### src/rtl/game_ctrl.sv
// rtl/game_ctrl.sv - game state machine: start/collision control and BCD score keeping
module game_ctrl #(
    parameter int OVERLAP_MIN = 4,
    parameter int SCORE_DIV   = 6
) (
    input  logic        clkdiv,
    input  logic        RESET,
    input  logic        START,
    input  logic        fresh,
    input  logic        video_on,
    input  logic        dino_px,
    input  logic        obst_px,
    output logic        game_status,
    output logic        game_over,
    output logic [15:0] score
);

    localparam logic [1:0] S_IDLE = 2'd0;
    localparam logic [1:0] S_RUN  = 2'd1;
    localparam logic [1:0] S_OVER = 2'd2;

    localparam int DIV_W = (SCORE_DIV > 1) ? $clog2(SCORE_DIV) : 1;
    localparam logic [DIV_W-1:0] DIV_LAST = DIV_W'(SCORE_DIV - 1);

    logic [1:0]       state;
    logic             fresh_d;
    logic             start_d;
    logic             start_armed;
    logic [7:0]       ovl_cnt;
    logic [DIV_W-1:0] div_cnt;
    logic [15:0]      score_q;

    logic             frame_end;
    logic             start_edge;
    logic             hit;
    logic [7:0]       ovl_eval;
    logic             collision;
    logic             div_wrap;

    // Start is only honoured once START has been seen low after reset,
    // so a button held through reset cannot launch a game.
    assign frame_end  = fresh_d & ~fresh;
    assign start_edge = start_armed & ~start_d & START;
    assign hit        = video_on & dino_px & obst_px;
    assign ovl_eval   = (hit && ovl_cnt != 8'hFF) ? ovl_cnt + 8'd1 : ovl_cnt;
    assign collision  = frame_end && ({24'd0, ovl_eval} >= 32'(OVERLAP_MIN));
    assign div_wrap   = (div_cnt == DIV_LAST);

    assign game_status = (state == S_RUN);
    assign game_over   = (state == S_OVER);
    assign score       = score_q;

    function automatic logic [15:0] bcd_inc(input logic [15:0] v);
        logic [15:0] r;
        logic        carry;
        r     = v;
        carry = 1'b1;
        for (int i = 0; i < 4; i++) begin
            if (carry) begin
                if (r[4*i +: 4] == 4'd9) begin
                    r[4*i +: 4] = 4'd0;
                end else begin
                    r[4*i +: 4] = r[4*i +: 4] + 4'd1;
                    carry       = 1'b0;
                end
            end
        end
        return r;
    endfunction

    always_ff @(posedge clkdiv or posedge RESET) begin
        if (RESET) begin
            state       <= S_IDLE;
            fresh_d     <= 1'b0;
            start_d     <= 1'b0;
            start_armed <= 1'b0;
            ovl_cnt     <= 8'd0;
            div_cnt     <= '0;
            score_q     <= 16'h0000;
        end else begin
            fresh_d <= fresh;
            start_d <= START;
            if (!START) begin
                start_armed <= 1'b1;
            end
            case (state)
                S_IDLE, S_OVER: begin
                    ovl_cnt <= 8'd0;
                    if (start_edge) begin
                        state   <= S_RUN;
                        div_cnt <= '0;
                        score_q <= 16'h0000;
                    end
                end
                S_RUN: begin
                    if (frame_end) begin
                        ovl_cnt <= 8'd0;
                        if (collision) begin
                            state <= S_OVER;
                        end else if (div_wrap) begin
                            div_cnt <= '0;
                            if (score_q != 16'h9999) begin
                                score_q <= bcd_inc(score_q);
                            end
                        end else begin
                            div_cnt <= div_cnt + 1'b1;
                        end
                    end else begin
                        ovl_cnt <= ovl_eval;
                    end
                end
                default: begin
                    state   <= S_IDLE;
                    ovl_cnt <= 8'd0;
                end
            endcase
        end
    end

endmodule

### config.mk
export PLATFORM = sky130hd
export DESIGN_NAME = game_ctrl
export DESIGN_NICKNAME = d
export VERILOG_FILES = /design/src/rtl/game_ctrl.sv
export SDC_FILE = /design/constraint.sdc
export NUM_CORES = 1
export LEC_CHECK = 0
export BUFFER_PORTS_ARGS = -buffer_cell sky130_fd_sc_hd__buf_2
export CELL_PAD_IN_SITES_DETAIL_PLACEMENT = 1
export CELL_PAD_IN_SITES_GLOBAL_PLACEMENT = 2
export CORE_ASPECT_RATIO = 0.9
export CORE_MARGIN = 5
export CORE_UTILIZATION = 32
export CTS_CLUSTER_SIZE = 10
export DETAILED_ROUTE_END_ITERATION = 8
export PLACE_DENSITY_LB_ADDON = 0.1
export SLEW_MARGIN = 20
export SYNTH_ARGS = -nofsm -noshare
export SYNTH_HDL_FRONTEND = slang
export SYNTH_SLANG_ARGS = --single-unit
### constraint.sdc
create_clock -name clkdiv -period 2.15 [get_ports clkdiv]
set_input_delay 0.43 -clock clkdiv [delete_from_list [all_inputs] [get_ports clkdiv]]
set_output_delay 0.43 -clock clkdiv [all_outputs]
set_load 0.02 [all_outputs]
# Word-level counts from Yosys, hierarchy flattened
# Index checks and enable logic that the tools add are counted.
# word_totals
reg_bits,32
output_inout_bits,18
# op_classes
add_sub_neg,6
order_cmp,1
n_eq_ne,18
mux,45
bitwise,7
n_reduce_logical,11
# op_table
op,n
$mux 16,5
$pmux 16 s2,1
$mux 4,7
$mux 8,3
$reduce_and 7->1,3
$mux 1,20
$add 4x1->4 const B,4
$eq 4x4->1 const B,4
$ne 16x16->1 const B,1
$ne 2x1->1 const B,7
$mux 3,4
$add 8x1->8 const B,1
$ge 8x3->1 const B,1
$ne 8x8->1 const B,1
$mux 2,3
$pmux 3 s2,1
$reduce_and 6->1,1
$and 1x1->1,5
$ne 2x2->1 const B,2
$pmux 2 s2,1
$reduce_and 4->1,1
$add 3x1->3 const B,1
$eq 3x3->1 const B,1
$reduce_and 3->1,1
other kinds (7),9

# Depth between registers and ports, before layout
# Gate-level depths: netlist (run 1).
# logic_depth
word_depth,27
mapped_depth,9
ltp_nobuf,8

# Worst setup path after synthesis (run 1)
# Ideal clock, no wire load.
# synth_path
kind,register to register
start,register ovl_cnt[0]
end,register score_q[0] (netlist: score[0])
t_arrival_ns,2.126
required_ns,2.022
slack_ns,-0.104
stages_incl_launch_ff,9
path_buffers,1
synth_period_minus_slack_ns,2.254
path_cell_list,dfrtp_1 ha_1 and4_1 buf_6 a211oi_2 xnor2_1 a41oi_2 nand2b_4 mux2_1
# synth_between
elab_chain_cells,7
elab_cells_between_ends,8
cone_classes,1 x add/sub; 1 x order compare; 2 x eq/ne; 1 x mux; 3 x reduce/logical
# synth_lines
element,line_no,text
from (decl),29,logic [7:0] ovl_cnt;
from (signal assigned),109,ovl_cnt <= ovl_eval;
branches (longest 2 deep; another with $add 8x1->8),--,
$mux 8 *,45,assign ovl_eval = (hit && ovl_cnt != 8'hFF) ? ovl_cnt + 8'd1 : ovl_cnt;
$ge 8x3->1 *,46,"assign collision = frame_end && ({24'd0, ovl_eval} >= 32'(OVERLAP_MIN));"
$logic_and 1x1->1 *,46,
$ne 2x2->1 (no source line) *,--,
$reduce_and 6->1 (no source line) *,--,
to (signal assigned),103,score_q <= bcd_inc(score_q);
to (decl),31,logic [15:0] score_q;
# Every way passes the cells marked *.
# A chain may end at the register's enable or synchronous reset.

# Worst setup path after layout (run 1)
# layout_path
start,register ovl_cnt[1]
end,register score_q[0] (netlist: score[0])
# The elaborated chain is that of the path after synthesis.

==> results of run 1 <==
[sequential cells by signal (all words and copies together), names as in the netlist]
| register | count |
|---|---|
| score | 16 |
| ovl_cnt | 8 |
| div_cnt | 3 |
| state | 2 |
| fresh_d | 1 |
| start_armed | 1 |
| start_d | 1 |
[cells in the mapped netlist, types with 3 or more instances]
cell type and instances:
or3_1 4, nand2_1 15, nand4_1 3, clkbuf_1 4, o22ai_1 4, o21ai_1 3, nor2_1 20, dfrtp_1 32
and4_1 3, o31ai_1 3, mux2_1 4, and3_1 9, nand3b_1 7, inv_1 12, a21oi_1 4, nand2b_1 4
ha_1 9, nand3_1 11, o21ai_0 14
[cell families (layout without fill, tap and decap cells)]
group           count (synthesis)  count (layout)  share of synthesized area (%)
mux                             7               7                           4.17
buf+inv                        20              90                           4.96
xor+xnor                        2               2                          0.913
simple gates                   89              89                           25.8
compound gates                 46              46                           16.5
fa+ha+maj                       9               9                           5.87
flops                          32              32                           41.7
[metrics by stage]
step	setup slack (ns)	TNS, ns	instances
2_1_floorplan	-0.00907	-0.0217	205
5_1_grt	-0.0995	-0.634	345
4_1_cts	-0.0111	-0.0203	341
3_3_place_gp	-0.0182	-0.0282	331
6_report	0.00134	0	345
3_5_place_dp	-0.120	-0.978	331
[repair_timing]
item,4_1_cts,5_1_grt
buffers inserted,2,4
gates resized for setup,10,19
setup endpoints to repair,16,17
pin swaps,7,7
[how the worst min path moves through the flow]
stage / start / to / cells past startpoint
finish: RESET / score[7]$_DFFE_PP0P_ / 2
global route: RESET / score[7]$_DFFE_PP0P_ / 2
CTS: RESET / score[14]$_DFFE_PP0P_ / 2
detailed placement: start_armed$_DFFE_PP0N_ / start_armed$_DFFE_PP0N_ / 1
global placement: start_armed$_DFFE_PP0N_ / start_armed$_DFFE_PP0N_ / 1
floorplan: start_armed$_DFFE_PP0N_ / start_armed$_DFFE_PP0N_ / 1
[layer usage]
metal / GRT usage [%] / wire [µm] / vias to the layer above
met4: 3.01 / 48 / 0
met5: 0 / 0 / -
met3: 3.61 / 161 / 5
li1: - / - / 878
met1: 20.6 / 2660 / 939
met2: 27.4 / 3040 / 25
[layout by cell type (no fill, tap or decap), types with 4 or more instances in the layout]
cell type,netlist,layout
a21oi_1,4,4
and3_1,9,9
buf_2,1,24
buf_4,0,42
clkbuf_8,0,6
dfrtp_1,32,28
dfrtp_2,0,4
ha_1,9,7
inv_1,12,11
nand2_1,15,14
nand2b_1,4,4
nand3_1,11,10
nand3b_1,7,7
nor2_1,20,20
o21ai_0,14,10
o21ai_1,3,6
[report_power, final]
group	leakage, nW	internal, mW	switching [mW]	total [mW]
logic	0.796	0.442	0.557	0.999
registers	0.405	0.725	0.111	0.836
clock network	0.0455	0.262	0.240	0.501
total	1.25	1.43	0.908	2.34
[final cells by class]
class	count	area [µm²]	share of cell area, %
Sequential cell	32	806	30.3
Multi-Input combinational cell	153	1140	42.9
Timing Repair Buffer	70	489	18.4
Tap cell	70	87.6	3.29
Inverter	12	45.0	1.69
Clock buffer	8	90.1	3.39
[worst max-delay path, cell delays in order, from the launching register on]
cell      delay (ns)
dfrtp_1         0.39
ha_4            0.16
and4_4          0.26
o21ai_0         0.10
a31o_1          0.27
a41oi_2         0.31
nand2b_4        0.22
mux2_1          0.32
==> implementation parameters, run 1 <==
Parameter                              Value

Die
  Die boundary width    91.6 µm
  Vertical die dimension    83.5 µm
  Placeable core region    5760 µm²
  Number of cell rows    26
  Initial cell density of the core    33.3%
  Top-level I/O count    25
  Die ar.    7640 µm²

Synthesis
  Post-synth top area share    41.7%
  Ys async rst share    100%
  Sequential area share after synthesis    41.7%
  Ranking of synthesized cells by area    dfrtp_1 42%, ha_1 5.9%, nor2_1 3.9%, o21ai_0 3.7%, and3_1 2.9%
  Avg Synthesized Cell Area    9.36 µm²
  Synthesized Nets    221
  Dominant synthesized flop cell    dfrtp_1
  Mapped Cells    205
  Synth warnings    0
  Cell type with the highest aggregate area in the netlist    dfrtp_1
  EDFF count, synth    0
  Post-Synthesis Cell Area    1920 µm²
  Synthesis-stage register bit count    32
  Number of library cell types mapped by synthesis    51

Run
  Max-cap violations    0

Clock tree
  CTS clock-pin slew for the worst setup and hold paths    0.07 ns
  Clock tree from TritonCTS    done
  Clock sink count    32
  Clock root buffer    clkbuf_8
  CTS H-tree lvls    2
  Clock latency on the worst-skew pair    0.28 ns
  Maximum clock insertion buffer count    2
  Post-CTS Hold Buffers    0
  CTS Buf Count    5

Final layout
  Number of fill cells    680
  Design Area, Final    2660 µm²
  Proportion of layout cells with a drive suffix above 1    39.3%
  Number of inserted diodes    0
  Share of the core filled with cells    46.2%
  Area grow syn2layout    38.7%
  Number of nets in the finished design    290

GRT
  Vias in the first global route    2026
  GR Overflow Total    0
  Pin count of the biggest net entering global routing    21
  Total routing usage reported by global routing    16.0%
  Global-route wire length before repair    10.1 mm
  Antenna violations before repair    0

Critical path
  CP Max Fanout    5
  Critical Path End Type    flop
  Reg2Reg Capture Point    score[0]$_DFFE_PP0P_
  Beginning of the worst register-to-register path    ovl_cnt[1]$_DFF_PP0_
  CP startpoint    ovl_cnt[1]$_DFF_PP0_
  End point of the critical path    score[0]$_DFFE_PP0P_
  Number of cells on the worst reg-to-reg path    7
  Sort of element at the start of the critical path    flop
  R2r setup slk    0.001 ns
  Signal arrival time at the worst endpoint    2.32 ns
  Data required time at the worst endpoint    2.32 ns
  Critical path start-end classification    flop to flop

Placement
  Gpl congestion    0.790
  IO buf count    24
  Detailed placement HPWL    4.41 mm
  Placed cell areas    2410 µm²

Timing
  Final-report max-slew violation count    0
  Clock Skews    0.00379 ns
  Final count of hold timing violations    0
  Slew of the pin with the lowest slew margin    0.634 ns
  Setup-failing EPs final    0
  Worst hold slack    0.195 ns
  Max frequency    0.465 GHz
  Unrepaired setup endpoints after global routing    yes
  Crit path time final    2.15 ns
  Worst relative slew slack    57.4%
  Final worst-path cycle share    99.9%

Detailed routing
  Average detailed-routed wire length per instance    17.1 µm
  Overall via count from detail_route    1847
  Remaining routing DRC violations    0
  Antenna violation net count after detailed routing    0
  Number of design-rule violations left by the first detailed-router iteration    33
  Number of optimization iterations in the first detailed-route pass    4
  Avg Vias per Cell    5.35
  Final Routed Wirelength    5.91 mm

Power and ir drop
  Peak supply drop    0.437 mV
  Leakage power of the design    1.25 nW
  Cell Pwr Density    878 nW/µm²
  Overall power    2.34 mW

Hold path
  Type of the tightest min-delay check    input port to async pin

Status
  Run status    finished, final reports clean
(Power assumes the default switching activity.)
==> inputs of run 2 (changes only) <==
- CORE_ASPECT_RATIO: 0.9 -> not set
- MAX_ROUTING_LAYER: not set -> met4
- PLACE_DENSITY_LB_ADDON: 0.1 -> 0.12
==> run 2 against run 1 <==
Compared with the run above: the flow now finishes with violations (setup timing); sequential share of layout area grew 0.40 points; clock power down 1%; global-route usage rose by 0.75 points; sequential cell count did not move; register-to-register slack lost 0.02 ns; critical path depth is the same.
==> implementation parameters, run 2 (same netlist as run 1, synthesis figures left out) <==
Parameter                              Value

Power and ir drop
  Cell Pwr Density    893 nW/µm² (was 878 nW/µm²)
  Leakage power of the design    1.22 nW (was 1.25 nW)
  Overall power    2.35 mW (was 2.34 mW)
  Peak supply drop    0.420 mV (was 0.437 mV)

Clock tree
  CTS H-tree lvls    2 (unchanged)
  Clock latency on the worst-skew pair    0.29 ns (was 0.28 ns)
  Clock tree from TritonCTS    done (unchanged)
  Clock root buffer    clkbuf_8 (unchanged)
  Maximum clock insertion buffer count    2 (unchanged)
  Post-CTS Hold Buffers    0 (unchanged)
  Clock sink count    32 (unchanged)
  CTS Buf Count    5 (unchanged)
  CTS clock-pin slew for the worst setup and hold paths    0.07 ns (about the same)

Timing
  Clock Skews    0.00692 ns (was 0.00379 ns)
  Crit path time final    2.17 ns (was 2.15 ns)
  Final-report max-slew violation count    0 (unchanged)
  Final worst-path cycle share    101% (was 99.9%)
  Worst relative slew slack    53.7% (was 57.4%)
  Final count of hold timing violations    0 (unchanged)
  Slew of the pin with the lowest slew margin    0.690 ns (was 0.634 ns)
  Setup-failing EPs final    3 (was 0)
  Fin worst setup slack    -0.0184 ns (was 0.00134 ns)
  Max frequency    0.461 GHz (was 0.465 GHz)
  Unrepaired setup endpoints after global routing    yes (unchanged)

Critical path
  Critical Path End Type    flop (unchanged)
  Largest stage delay on the critical path    0.40 ns (was 0.39 ns)
  Sort of element at the start of the critical path    flop (unchanged)
  Data required time at the worst endpoint    2.33 ns (was 2.32 ns)
  Critical-path top delay cell    dfrtp_1 (unchanged)
  Number of cells on the worst reg-to-reg path    7 (unchanged)
  CP Max Fanout    6 (was 5)
  Signal arrival time at the worst endpoint    2.35 ns (was 2.32 ns)
  CP startpoint    ovl_cnt[0]$_DFF_PP0_ (was ovl_cnt[1]$_DFF_PP0_)
  CP most frequent cell    and4_4
  Cells along the critical path    ha_2 > and4_4 > a211oi_4 > xnor2_4 > and4_4 > or2_4 > mux2_4 (was ha_4 > and4_4 > o21ai_0 > a31o_1 > a41oi_2 > nand2b_4 > mux2_1)
  Beginning of the worst register-to-register path    ovl_cnt[0]$_DFF_PP0_ (was ovl_cnt[1]$_DFF_PP0_)
  Critical path start-end classification    flop to flop (unchanged)

Final layout
  Most common cell after layout, fill and taps aside    buf_4 (unchanged)
  Max reg flops    16 (unchanged)
  Number of fill cells    692 (was 680)
  Number of inserted diodes    0 (unchanged)
  Area grow syn2layout    36.9% (was 38.7%)
  Proportion of layout cells with a drive suffix above 1    37.8% (was 39.3%)
  Design Area, Final    2630 µm² (was 2660 µm²)
  Top library cells by usage in the layout, fill and taps aside    34 x buf_4, 28 x dfrtp_1, 24 x buf_2, 20 x nor2_1, 14 x nand2_1 (was 42 x buf_4, 28 x dfrtp_1, 24 x buf_2, 20 x nor2_1, 14 x nand2_1)
  Number of nets in the finished design    282 (was 290)

Die
  Number of cell rows    28 (was 26)
  Placeable core region    5890 µm² (was 5760 µm²)
  Top-level I/O count    25 (unchanged)
  Initial cell density of the core    32.6% (was 33.3%)
  Vertical die dimension    87.4 µm (was 83.5 µm)
  Die ar.    7640 µm² (about the same)
  Die boundary width    87.4 µm (was 91.6 µm)

Detailed routing
  Antenna violation net count after detailed routing    0 (unchanged)
  Number of design-rule violations left by the first detailed-router iteration    96 (was 33)
  Remaining routing DRC violations    0 (unchanged)
  Avg Vias per Cell    5.27 (was 5.35)
  Overall via count from detail_route    1803 (was 1847)
  Final Routed Wirelength    5.84 mm (was 5.91 mm)
  Average detailed-routed wire length per instance    17.1 µm (about the same)
  Number of optimization iterations in the first detailed-route pass    4 (unchanged)

GRT
  Total routing usage reported by global routing    16.7% (was 16.0%)
  Pin count of the biggest net entering global routing    19 (was 21)
  Antenna violations before repair    0 (unchanged)
  Global-route wire length before repair    9.62 mm (was 10.1 mm)
  Vias in the first global route    1957 (was 2026)
  GR Overflow Total    0 (unchanged)

Placement
  IO buf count    24 (unchanged)
  Detailed placement HPWL    4.38 mm (was 4.41 mm)
  Gpl congestion    0.884 (was 0.790)
  Placed cell areas    2390 µm² (was 2410 µm²)

Hold path
  Type of the tightest min-delay check    input port to async pin (unchanged)

Status
  Failing checks    setup timing
  Run status    finished with violations (was finished, final reports clean)

Run
  Max-cap violations    0 (unchanged)
## run 2: timing repair
action,CTS,global route
setup endpoints to repair,18,17
pin swaps,7,8
buffers inserted,1,0
endpoints found under the hold margin,0,0
resized for setup,12,19
## run 2: critical path: cells and delay by family, from the launching register on
kind | cells | cell delay (ns)
XOR/XNOR | 1 | 0.20
AO/OA/AOI/OAI | 1 | 0.32
flip-flops | 1 | 0.40
multiplexers | 1 | 0.29
AND/OR/NAND/NOR | 3 | 0.66
adder cells (fa/ha/maj) | 1 | 0.18
## run 2: area by class of cell
class	instances	area, µm²	area share [%]
clock buffers	8	90.1	3.43
inverters	12	45.0	1.72
multi-input cells	153	1160	44.2
flip-flops and latches	32	806	30.7
well taps	75	93.8	3.57
repair buffers	62	429	16.3
## run 2: metrics by stage
stage          TNS, ns  setup WS [ns]  instances  utilization, %  hold WS (ns)
4_1_cts         -0.128        -0.0526        342            43.2         0.238
2_1_floorplan  -0.0217       -0.00907        205               -         0.449
3_5_place_dp     -1.52         -0.153        333            40.7         0.486
5_1_grt          -1.04        -0.0996        342            44.6         0.275
6_report       -0.0412        -0.0184        342            44.6         0.224
3_3_place_gp    -0.663         -0.111        333            40.7         0.468
## run 2: path summary, 6_finish.rpt
| path | end | slack [ns] |
|---|---|---|
| min in group clkdiv | start_d$_DFF_PP0_ | 0.29 |
| max in group asynchronous | score[11]$_DFFE_PP0P_ | 1.40 |
| setup reg to reg | score[8]$_DFFE_PP0P_ | -0.02 |
| setup / recovery | score[8]$_DFFE_PP0P_ | -0.02 |
| hold reg to reg | start_armed$_DFFE_PP0N_ | 0.50 |
| hold / removal | score[6]$_DFFE_PP0P_ | 0.22 |
## run 2: report_power, final
group	internal (mW)	switching, mW	leakage [nW]
combinational	0.447	0.576	0.768
clock	0.261	0.233	0.0455
sequential	0.725	0.102	0.405
## run 2: per-layer routing
| metal | up-vias | global-route usage, % | wire (µm) |
|---|---|---|---|
| met3 | 11 | 2.93 | 143 |
| met4 | 0 | 6.00 | 103 |
| met2 | 28 | 27.9 | 2960 |
| li1 | 862 | - | - |
| met5 | - | - | 0 |
| met1 | 902 | 20.3 | 2620 |
==> inputs of run 3 (changes only) <==
- CORE_UTILIZATION: 32 -> 33
- CTS_BUF_LIST: not set -> sky130_fd_sc_hd__clkbuf_4 sky130_fd_sc_hd__clkbuf_8
==> run 3 against run 2 <==
Compared with the run above: the flow now finishes without violations; die area decreased by 2.7%; utilization increased by 2.2 points; fmax increased by 1.3%; hold slack improved by 0.00055 ns; sequential share of layout area increased by 0.18 points; sequential power about the same; critical path depth unchanged; register-to-register slack improved by 0.03 ns; count of clock-buffer cells in the layout decreased by 2; sequential cell count unchanged; critical endpoint unchanged; highest routed layer unchanged.
==> implementation parameters, run 3 (same netlist as run 1, synthesis figures left out) <==
Parameter                              Value

Status
  Run status    finished, final reports clean (was finished with violations)

Final layout
  Most common cell after layout, fill and taps aside    buf_4 (unchanged)
  Top library cells by usage in the layout, fill and taps aside    34 x buf_4, 28 x dfrtp_1, 24 x buf_2, 20 x nor2_1, 14 x nand2_1 (unchanged)
  Proportion of layout cells with a drive suffix above 1    38.3% (was 37.8%)
  Area grow syn2layout    36.1% (was 36.9%)
  Number of fill cells    648 (was 692)
  Multi-input gate area in the final layout    1170 µm² (was 1160 µm²)
  Flip-flop and latch area    806 µm² (unchanged)
  Share of the core filled with cells    46.8% (was 44.6%)
  Max reg flops    16 (unchanged)
  Number of inserted diodes    0 (unchanged)
  Number of nets in the finished design    281 (was 282)

Timing
  Clock Skews    0.00194 ns (was 0.00692 ns)
  Max frequency    0.467 GHz (was 0.461 GHz)
  Unrepaired setup endpoints after global routing    yes (unchanged)
  Slew of the pin with the lowest slew margin    0.713 ns (was 0.690 ns)
  Worst relative slew slack    52.1% (was 53.7%)
  Crit path time final    2.14 ns (was 2.17 ns)
  Fin worst setup slack    0.00999 ns (was -0.0184 ns)
  Final worst-path cycle share    99.5% (was 101%)
  Final count of hold timing violations    0 (unchanged)
  Setup-failing EPs final    0 (was 3)
  Final-report max-slew violation count    0 (unchanged)

Detailed routing
  Remaining routing DRC violations    0 (unchanged)
  Antenna violation net count after detailed routing    0 (unchanged)
  Number of optimization iterations in the first detailed-route pass    4 (unchanged)
  Average detailed-routed wire length per instance    16.2 µm (was 17.1 µm)
  Avg Vias per Cell    5.22 (was 5.27)
  Final Routed Wirelength    5.49 mm (was 5.84 mm)
  Overall via count from detail_route    1766 (was 1803)
  Number of design-rule violations left by the first detailed-router iteration    54 (was 96)

Placement
  IO buf count    24 (unchanged)
  Worst setup timing slack at the placement stage    -0.116 ns (was -0.153 ns)
  Gpl congestion    0.843 (was 0.884)
  Detailed placement HPWL    4.19 mm (was 4.38 mm)

Run
  Max-cap violations    0 (unchanged)

Power and ir drop
  Leakage power of the design    1.22 nW (about the same)
  Cell Pwr Density    878 nW/µm² (was 893 nW/µm²)
  Overall power    2.29 mW (was 2.35 mW)
  Peak supply drop    0.435 mV (was 0.420 mV)

GRT
  Pin count of the biggest net entering global routing    33 (was 19)
  Antenna violations before repair    0 (unchanged)
  GR Overflow Total    0 (unchanged)
  Total routing usage reported by global routing    16.2% (was 16.7%)
  Vias in the first global route    1993 (was 1957)
  Global-route wire length before repair    9.39 mm (was 9.62 mm)

Critical path
  Number of cells on the worst reg-to-reg path    7 (unchanged)
  Cells along the critical path    ha_2 > and4_4 > a211oi_4 > xnor2_4 > and4_4 > or2_4 > mux2_4 (unchanged)
  R2r setup slk    0.01 ns (was -0.02 ns)
  Data required time at the worst endpoint    2.32 ns (was 2.33 ns)
  CP startpoint    ovl_cnt[1]$_DFF_PP0_ (was ovl_cnt[0]$_DFF_PP0_)
  Signal arrival time at the worst endpoint    2.31 ns (was 2.35 ns)
  End point of the critical path    score[8]$_DFFE_PP0P_ (unchanged)
  Levels on crit path    7 (unchanged)
  Critical path start-end classification    flop to flop (unchanged)
  Reg2Reg Capture Point    score[8]$_DFFE_PP0P_ (unchanged)
  CP Max Fanout    6 (unchanged)
  Critical Path End Type    flop (unchanged)
  Number of buffers and inverters on the critical path    0 (unchanged)
  Kind of cell adding the most delay to the critical path    simple AND/OR/NAND/NOR gates (unchanged)
  Largest stage delay on the critical path    0.38 ns (was 0.40 ns)
  Sort of element at the start of the critical path    flop (unchanged)
  CP most frequent cell    and4_4 (unchanged)
  Beginning of the worst register-to-register path    ovl_cnt[1]$_DFF_PP0_ (was ovl_cnt[0]$_DFF_PP0_)
  Critical-path top delay cell    dfrtp_1 (unchanged)

Clock tree
  Clock root buffer    clkbuf_8 (unchanged)
  CTS clock-pin slew for the worst setup and hold paths    0.07 ns (about the same)
  Maximum clock insertion buffer count    2 (unchanged)
  Clock latency on the worst-skew pair    0.28 ns (was 0.29 ns)
  CTS H-tree lvls    2 (unchanged)
  Clock tree from TritonCTS    done (unchanged)
  CTS Buf Count    5 (unchanged)
  Clock sink count    32 (unchanged)

Die
  Placeable core region    5570 µm² (was 5890 µm²)
  Initial cell density of the core    34.4% (was 32.6%)
  Die boundary width    86.2 µm (was 87.4 µm)
  Top-level I/O count    25 (unchanged)
  Die ar.    7440 µm² (was 7640 µm²)
  Number of cell rows    27 (was 28)
  Vertical die dimension    86.2 µm (was 87.4 µm)

Hold path
  Type of the tightest min-delay check    input port to async pin (unchanged)
## run 3: tightest hold or removal path: stages
cell	delay (ns)
buf_2	0.09
inv_1	0.04
buf_4	0.37
## run 3: per-stage QoR
| stage | setup TNS (ns) | instance area (µm²) | hold WS [ns] | cells |
|---|---|---|---|---|
| floorplan | -0.0217 | 1940 | 0.449 | 205 |
| global placement | -0.163 | 2340 | 0.469 | 325 |
| detailed placement | -0.607 | 2340 | 0.498 | 325 |
| CTS | -0.0670 | 2480 | 0.238 | 334 |
| global route | -0.489 | 2610 | 0.279 | 338 |
| finish | 0 | 2610 | 0.225 | 338 |
## run 3: layer usage
| layer | GRT usage (%) | vias to the layer above | share of wire [%] | wire (µm) |
|---|---|---|---|---|
| met3 | 3.23 | 7 | 2.9 | 157 |
| met5 | - | - | 0 | 0 |
| met4 | 4.25 | 0 | 1.0 | 55 |
| met1 | 18.1 | 869 | 43 | 2380 |
| li1 | - | 870 | - | - |
| met2 | 29.5 | 20 | 53 | 2890 |
## run 3: worst min-delay path by stage
stage                                       start                       to  slack, ns  depth (start not counted)
after CTS                                   RESET     ovl_cnt[2]$_DFF_PP0_       0.24                          3
after global placement    start_armed$_DFFE_PP0N_  start_armed$_DFFE_PP0N_       0.47                          1
after global routing                        RESET     score[4]$_DFFE_PP0P_       0.28                          3
after floorplan           start_armed$_DFFE_PP0N_  start_armed$_DFFE_PP0N_       0.45                          1
after detailed placement  start_armed$_DFFE_PP0N_  start_armed$_DFFE_PP0N_       0.50                          1
final                                       RESET     score[4]$_DFFE_PP0P_       0.23                          3
## run 3: cell type report
| cell class | count | area share, % |
|---|---|---|
| multi-input cells | 153 | 44.7 |
| flip-flops and latches | 32 | 30.9 |
| repair buffers | 61 | 15.7 |
| well taps | 72 | 3.45 |
| clock buffers | 6 | 3.16 |
| inverters | 12 | 1.73 |
| clock inverters | 2 | 0.384 |
## run 3: power breakdown
part / switching, mW / internal [mW]
Clock: 0.226 / 0.255
Combinational: 0.558 / 0.425
Sequential: 0.101 / 0.726
Total: 0.885 / 1.41
## run 3: repair_timing
action / 4_1_cts / 5_1_grt
resized for setup: 9 / 23
pin swaps: 4 / 12
hold buffers: 0 / 0
setup buffers: 1 / 4
setup endpoints to repair: 13 / 15
